--- src/rtl/seq_mult_ctrl_dp_if.sv ---
// seq_mult_ctrl_dp_if: start/busy/done handshake and operand/result bus for
// the shift-add sequential multiplier. When SEQ_MULT_SIGNED_EN is defined,
// the bus also carries signed_mode, which is sampled together with start.
interface seq_mult_ctrl_dp_if #(
    parameter int WIDTH = 8
);
    logic               start;
    logic [WIDTH-1:0]   mcand;
    logic [WIDTH-1:0]   mplier;
`ifdef SEQ_MULT_SIGNED_EN
    logic               signed_mode;
`endif
    logic [2*WIDTH-1:0] product;
    logic               busy;
    logic               done;

`ifdef SEQ_MULT_SIGNED_EN
    modport master (output start, mcand, mplier, signed_mode,
                    input  product, busy, done);
    modport slave  (input  start, mcand, mplier, signed_mode,
                    output product, busy, done);
`else
    modport master (output start, mcand, mplier,
                    input  product, busy, done);
    modport slave  (input  start, mcand, mplier,
                    output product, busy, done);
`endif
endinterface

--- src/rtl/seq_mult_ctrl_dp.sv ---
// seq_mult_ctrl_dp: WIDTH-bit shift-add sequential multiplier, with the
// controller and the datapath in one block. Latency is fixed at 2*WIDTH+1
// cycles from the start-accept edge to the cycle in which done is high.
// Optional build macro: SEQ_MULT_SIGNED_EN adds two's-complement operands,
// which are selected per operation by signed_mode.
module seq_mult_ctrl_dp #(
    parameter  int WIDTH = 8,
    localparam int CNT_W = $clog2(WIDTH) + 1
) (
    input logic               clk,
    input logic               rst,
    seq_mult_ctrl_dp_if.slave bus
);
    localparam logic [1:0] S_IDLE  = 2'd0;
    localparam logic [1:0] S_ADD   = 2'd1;
    localparam logic [1:0] S_SHIFT = 2'd2;
    localparam logic [1:0] S_FIN   = 2'd3;

    logic [1:0]         state_q, state_d;
    logic [WIDTH-1:0]   acc_q, acc_d;
    logic               carry_q, carry_d;
    logic [WIDTH-1:0]   mreg_q, mreg_d;
    logic [WIDTH-1:0]   mc_q, mc_d;
    logic [CNT_W-1:0]   count_q, count_d;
    logic [2*WIDTH-1:0] product_q, product_d;
    logic [2*WIDTH-1:0] shifted;
    logic [WIDTH-1:0]   ld_mc, ld_mp;
    logic [2*WIDTH-1:0] fin_val;
`ifdef SEQ_MULT_SIGNED_EN
    logic               sign_q, sign_d;
`endif

    // The carry bit drops into the top of acc, and mreg[0] is consumed.
    assign shifted = {carry_q, acc_q, mreg_q[WIDTH-1:1]};

    // Operand load values (magnitudes in signed mode) and the final product value.
    always_comb begin
        ld_mc   = bus.mcand;
        ld_mp   = bus.mplier;
        fin_val = shifted;
`ifdef SEQ_MULT_SIGNED_EN
        if (bus.signed_mode) begin
            // -2^(WIDTH-1) negates to itself, which is the correct unsigned magnitude
            if (bus.mcand[WIDTH-1])  ld_mc = -bus.mcand;
            if (bus.mplier[WIDTH-1]) ld_mp = -bus.mplier;
        end
        if (sign_q) fin_val = -shifted;
`endif
    end

    // Next-state logic for the controller and the datapath registers.
    always_comb begin
        state_d   = state_q;
        acc_d     = acc_q;
        carry_d   = carry_q;
        mreg_d    = mreg_q;
        mc_d      = mc_q;
        count_d   = count_q;
        product_d = product_q;
`ifdef SEQ_MULT_SIGNED_EN
        sign_d    = sign_q;
`endif
        case (state_q)
            S_IDLE: begin
                if (bus.start) begin
                    mc_d    = ld_mc;
                    mreg_d  = ld_mp;
                    acc_d   = '0;
                    carry_d = 1'b0;
                    count_d = '0;
`ifdef SEQ_MULT_SIGNED_EN
                    sign_d  = bus.signed_mode & (bus.mcand[WIDTH-1] ^ bus.mplier[WIDTH-1]);
`endif
                    state_d = S_ADD;
                end
            end
            S_ADD: begin
                if (mreg_q[0]) {carry_d, acc_d} = {1'b0, acc_q} + {1'b0, mc_q};
                else           carry_d = 1'b0;
                state_d = S_SHIFT;
            end
            S_SHIFT: begin
                acc_d   = shifted[2*WIDTH-1:WIDTH];
                mreg_d  = shifted[WIDTH-1:0];
                carry_d = 1'b0;
                count_d = count_q + 1'b1;
                if (count_q == CNT_W'(WIDTH - 1)) begin
                    product_d = fin_val;
                    state_d   = S_FIN;
                end else begin
                    state_d   = S_ADD;
                end
            end
            default: state_d = S_IDLE;   // S_FIN: a single-cycle done pulse
        endcase
    end

    // State registers with a synchronous active-low reset. Reset abandons any operation in flight.
    always_ff @(posedge clk) begin
        if (!rst) begin
            state_q   <= S_IDLE;
            acc_q     <= '0;
            carry_q   <= 1'b0;
            mreg_q    <= '0;
            mc_q      <= '0;
            count_q   <= '0;
            product_q <= '0;
`ifdef SEQ_MULT_SIGNED_EN
            sign_q    <= 1'b0;
`endif
        end else begin
            state_q   <= state_d;
            acc_q     <= acc_d;
            carry_q   <= carry_d;
            mreg_q    <= mreg_d;
            mc_q      <= mc_d;
            count_q   <= count_d;
            product_q <= product_d;
`ifdef SEQ_MULT_SIGNED_EN
            sign_q    <= sign_d;
`endif
        end
    end

    assign bus.product = product_q;
    assign bus.busy    = (state_q != S_IDLE);
    assign bus.done    = (state_q == S_FIN);
endmodule

--- src/flat_wrapper.sv ---
// flat-port wrapper written by rule: the top's interface ports become plain ports
module seq_mult_ctrl_dp_flat 
#(
    parameter  int WIDTH = 8,
    localparam int CNT_W = $clog2(WIDTH) + 1
)
  (clk, rst, bus_start, bus_mcand, bus_mplier, bus_product, bus_busy, bus_done);
  seq_mult_ctrl_dp_if #(.WIDTH(WIDTH)) bus_i ();
  input logic clk;
  input logic rst;
  input wire logic [$bits(bus_i.start)-1:0] bus_start;
  input wire logic [$bits(bus_i.mcand)-1:0] bus_mcand;
  input wire logic [$bits(bus_i.mplier)-1:0] bus_mplier;
  output wire logic [$bits(bus_i.product)-1:0] bus_product;
  output wire logic [$bits(bus_i.busy)-1:0] bus_busy;
  output wire logic [$bits(bus_i.done)-1:0] bus_done;
  assign bus_i.start = bus_start;
  assign bus_i.mcand = bus_mcand;
  assign bus_i.mplier = bus_mplier;
  assign bus_product = bus_i.product;
  assign bus_busy = bus_i.busy;
  assign bus_done = bus_i.done;
  seq_mult_ctrl_dp #(.WIDTH(WIDTH)) u_core (.clk(clk), .rst(rst), .bus(bus_i));
endmodule
--- config.mk ---
export PLATFORM = sky130hd
export DESIGN_NAME = seq_mult_ctrl_dp_flat
export DESIGN_NICKNAME = d
export VERILOG_FILES = /design/src/rtl/seq_mult_ctrl_dp_if.sv /design/src/rtl/seq_mult_ctrl_dp.sv /design/src/flat_wrapper.sv
export SDC_FILE = /design/constraint.sdc
export NUM_CORES = 1
export LEC_CHECK = 0
export ABC_AREA = 1
export CORE_MARGIN = 1
export CORE_UTILIZATION = 50
export DETAILED_ROUTE_END_ITERATION = 10
export GPL_ROUTABILITY_DRIVEN = 0
export GPL_TIMING_DRIVEN = 0
export HOLD_SLACK_MARGIN = 0.12
export PLACE_DENSITY = 0.75
export SLEW_MARGIN = 5
export SYNTH_ARGS = -nofsm -noshare
export SYNTH_HDL_FRONTEND = slang
export SYNTH_SLANG_ARGS = --single-unit
--- constraint.sdc ---
create_clock -name clk -period 2.5 [get_ports clk]
set_input_delay 0.375 -clock clk [delete_from_list [all_inputs] [get_ports clk]]
set_output_delay 0.375 -clock clk [all_outputs]
set_load 0.1 [all_outputs]
After elaboration in Yosys (flattened, before gate mapping)
Cells that the tools add are included.

Register bits after elaboration: 47. Input bits: 19. Output and inout port bits: 18. Logic and storage cells: 37.

Add/subtract/negate cells: 2. Equal/unequal tests: 6. Mux-type cells: 13. Reduce and logical (&&, ||, !) cells: 9.

Operator list (number): 2-to-1 mux 8 bit (3); case mux 8 bit (3 select lines) (1); case mux 8 bit (2 select lines) (1); adder 8 x 8 -> 9 bit (1); case mux 4 bit (2 select lines) (1); AND reduction 2 bit (4); case mux 2 bit (3 select lines) (1); adder 4 x 1 -> 4 bit (second input constant) (1); equality test 2 bit (second input constant) (2); equality test 4 x 3 -> 1 bit (second input constant) (1); 2-to-1 mux 2 bit (2); 2-to-1 mux 4 bit (1); nonzero test 2 bit (2); case mux 1 bit (3 select lines) (1); AND reduction 3 bit (1); nonzero test 3 bit (1); equality test 2 x 1 -> 1 bit (second input constant) (1); logical NOT 2 bit (1); 2-to-1 mux 1 bit (2); != test 2 x 1 -> 1 bit (second input constant) (1); != test 2 bit (second input constant) (1).

Depth between registers and ports, before layout
Depth after elaboration: 3. Depth in mapped cells: 13.

Least setup slack after synthesis
OpenSTA, ideal clock, no wires.

Kind: flip-flop to flip-flop. Start: register u_core.state_q[0]. End: register u_core.acc_q[4]. Arrival time: 2.034 ns. Slack: 0.396 ns. Stages on the path, launching flop included: 10. Buffers on the path: 0. Period minus slack after synthesis: 2.104 ns. Path through: dfxtp_1 -> inv_1 -> ha_1 -> inv_1 -> nor2_2 -> nor2_4 -> o21ai_4 -> nor2_4 -> nand2_1 -> a21oi_1.

Longest elaborated chain between the ends: 3.

RTL lines: start: declaration (RTL line seq_mult_ctrl_dp.sv:19) `logic [1:0] state_q, state_d;`; start signal: assignment (RTL line seq_mult_ctrl_dp.sv:112) `state_q <= state_d;`; equality test 2 x 1 -> 1 bit, or another cell as far along (RTL line seq_mult_ctrl_dp.sv:63) `case (state_q)`; != test 2 x 1 -> 1 bit (no source line), or another cell as far along; AND reduction 3 bit (no source line); end signal: assignment (RTL line seq_mult_ctrl_dp.sv:102) `acc_q <= '0;`; end signal: assignment (RTL line seq_mult_ctrl_dp.sv:113) `acc_q <= acc_d;`; end: declaration (RTL line seq_mult_ctrl_dp.sv:20) `logic [WIDTH-1:0] acc_q, acc_d;`.

Several ways; a longest one is shown, not always the timed one. A chain may end at the register's enable or synchronous reset.

Worst setup path after layout
Start: register u_core.state_q[0]. End: output port bus_done.

Longest elaborated chain between the ends: 1.

RTL lines: equality test 2 bit (RTL line seq_mult_ctrl_dp.sv:127) `assign bus.done = (state_q == S_FIN);`; end: declaration (RTL line flat_wrapper.sv:16) `output wire logic [$bits(bus_i.done)-1:0] bus_done;`.

Every way passes these cells.

==> impl_metrics.ini <==
[critical_path]
r2r_end = u_core.carry_q$_SDFFE_PN0P_
critical_path_class = reg2out
cp-start-kind = flop
end_kind = primary output
cp_max_fo = 6
r2r_cells = 10
cp.arrival_ns = 1.85
regToRegStartpoint = u_core.acc_q[0]$_SDFFE_PN0P_
regToRegSetupSlack_ns = 0.63
cp_data_required_time_ns = 2.12

[min_path]
hp-class = reg2reg
min_path_cells = 2
hp-start = u_core.mreg_q[5]$_SDFFE_PN0P_
worstHoldEndpoint = u_core.mreg_q[4]$_SDFFE_PN0P_

[clocking]
ctsRootBufferMaster = clkbuf_8
clk_path_buf_depth = 2
cts_max_level = 2
insertion_delay_ns = 0.31
clkTransAtPathRegs_ns = 0.09
cts_setup_buffers = 0
clkSinkCount = 47
cts_made_buffers = 5
cts_tree = done

[global_routing]
antenna_found_initial = 0
overflow = 0
grt_usage_pct = 23.3
grt_pass1_vias = 2021
grt_pass1_wl_mm = 9.15
grt_max_degree = 16

[pwr]
powerDensity_nw_per_um2 = 587
p_total_uw = 1660
pwr-share-seq_pct = 50.0
switching_share_pct = 31.5
p_clk_share_pct = 30.1
p_leak_uw = 0.00125
combPwrFrac_pct = 19.9
vdd_drop_max_mv = 0.402
p_sw_uw = 522
intPower_uw = 1140

[sta]
max_slew.worst_pin.slew_ns = 0.981
hold_viol = 0
tns_ns = 0
fmax_mhz = 449
slew_headroom_pct = 34.4
rsz0062_at_grt = no
slew_violations = 0
layout_min_cycle_time_ns = 2.23
fin_crit_sh_pct = 89.1
setup_viol = 0
fin_worst_skew_ns = 0.00369

[finish]
syn_to_final_growth_pct = 22.5
diodes = 0
fillers = 392
drive_gt1_share_pct = 7.26
finish.instance_area_um2 = 2820
final_util_pct = 64.4
fin_nets = 391

[logic_synthesis]
synth_warnings = 0
ys_types = 29
syn_nets = 348
avgSynthCellArea_um2 = 7.34
netlist_instances = 314
yosys.area.top_type_share_pct = 40.8
yosysTopAreaCell = dfxtp_1
yosys-top-cells-area = dfxtp_1 41%, nand2_1 11%, o21ai_0 8.5%
syn_area_um2 = 2300
ys_seq_area_share_pct = 40.8
synth-seq-cells = 47

[place]
portBuffers = 36
place_area_um2 = 2730
dp_hpwl_mm = 3.90

[flow_run]
drv_cap = 0

[routing]
wire_per_inst_um = 12.8
antenna_left = 0
vias = 2168
drt-vias-per-instance = 5.29
wl_mm = 5.26
drt_pass1_iterations = 4
drc = 0
drt_iter0_drc = 142

[run_status]
outcome = finished clean

[die]
core_area_um2 = 4380
dieArea_um2 = 4880
die_height_um = 69.9
num_rows = 24
ios = 37
start_util_pct = 52.6
die_x_um = 69.9
-- metal layers --
layer  part of all wire [%]  track usage, %
met3                    3.7            4.91
met4                    1.2            6.67
met2                     44            36.1
met1                     51            32.6
met5                      0               0
-- how the worst max path moves through the flow --
stage / depth (start not counted) / slack [ns] / from / endpoint
after floorplan: 9 / 0.40 / u_core.state_q[0]$_SDFFE_PN0P_ / u_core.acc_q[4]$_SDFFE_PN0P_
after global placement: 4 / 0.13 / u_core.state_q[0]$_SDFFE_PN0P_ / bus_busy
after detailed placement: 4 / 0.13 / u_core.state_q[0]$_SDFFE_PN0P_ / bus_busy
after CTS: 4 / 0.06 / u_core.state_q[0]$_SDFFE_PN0P_ / bus_busy
after global routing: 2 / 0.17 / u_core.state_q[0]$_SDFFE_PN0P_ / bus_done
final: 2 / 0.27 / u_core.state_q[0]$_SDFFE_PN0P_ / bus_done
-- cells in the mapped netlist (all sizes together) --
library cell / instances
nor2: 51
a31oi: 9
a21oi: 19
a211oi: 1
nand2: 70
nand3: 9
ha: 14
o31ai: 1
nor3: 2
o22ai: 1
or2: 2
buf: 9
inv: 25
xor2: 2
nand4: 1
o21ai: 41
nand3b: 2
fa: 1
clkbuf: 5
a2bb2oi: 1
dfxtp: 47
o21a: 1
-- worst max-delay path, cell delays in order, from the launching register on --
cell and delay [ns]:
dfxtp_1 0.43, ha_1 0.25, dlygate4sd2_1 0.88
-- kinds of logic (layout without fill, tap and decap cells) --
logic type               after synthesis  after routing  share of synthesized area, %
AO/OA/AOI/OAI                         74             74                          17.8
flip-flops                            47             47                          40.8
adder cells (fa/ha/maj)               15             15                          8.47
buffers and inverters                 39             83                          7.38
XOR/XNOR                               2              2                         0.760
AND/OR/NAND/NOR                      137            137                          24.8
-- power by group through the flow --
stage | combinational, uW | clock [uW] | sequential [uW]
6_report | 329 | 499 | 829
5_1_grt | 374 | 536 | 836
4_1_cts | 329 | 507 | 829
3_5_place_dp | 331 | 0 | 846
3_3_place_gp | 324 | 0 | 847
2_1_floorplan | 240 | 0 | 837
-- through the flow --
step	worst slack [ns]	cells	hold slack (ns)
global placement	0.127	402	0.472
CTS	0.0609	410	0.493
floorplan	0.396	314	0.454
global route	0.167	410	0.527
detailed placement	0.131	402	0.479
finish	0.272	410	0.498
-- repair_timing --
action,CTS,global route
endpoints found under the hold margin,0,0
gates resized for setup,2,2
endpoints found under the setup margin,2,1
hold buffers,0,0
pin swaps,0,0
-- sequential cells by signal, summed over array words and instances, names as in the netlist --
| name | count |
|---|---|
| u_core.count_q | 4 |
| u_core.carry_q | 1 |
| u_core.bus.product | 16 |
| u_core.acc_q | 8 |
| u_core.state_q | 2 |
| u_core.mreg_q | 8 |
| u_core.mc_q | 8 |
-- placed cells by master, fill, tap and decap left out, types with 4 or more instances in the layout --
| master | n |
|---|---|
| dfxtp_1 | 47 |
| clkbuf_8 | 6 |
| buf_4 | 5 |
| a31oi_1 | 9 |
| inv_1 | 24 |
| o21ai_0 | 39 |
| nand2_1 | 70 |
| ha_1 | 14 |
| clkdlybuf4s50_1 | 34 |
| nand3_1 | 9 |
| buf_2 | 4 |
| a21oi_1 | 19 |
| clkbuf_1 | 5 |
| nor2_1 | 48 |
-- cell type report --
type                    count  area [um^2]  area share (%)
multi-input cells         228         1190            42.3
flip-flops and latches     47          941            33.3
repair buffers             36          354            12.5
inverters                  25         93.8            3.32
clock buffers               6         82.6            2.93
plain buffers              14         76.3            2.70
well taps                  52         65.1            2.30
clock inverters             2         16.3           0.576
(Power assumes the default switching activity.)
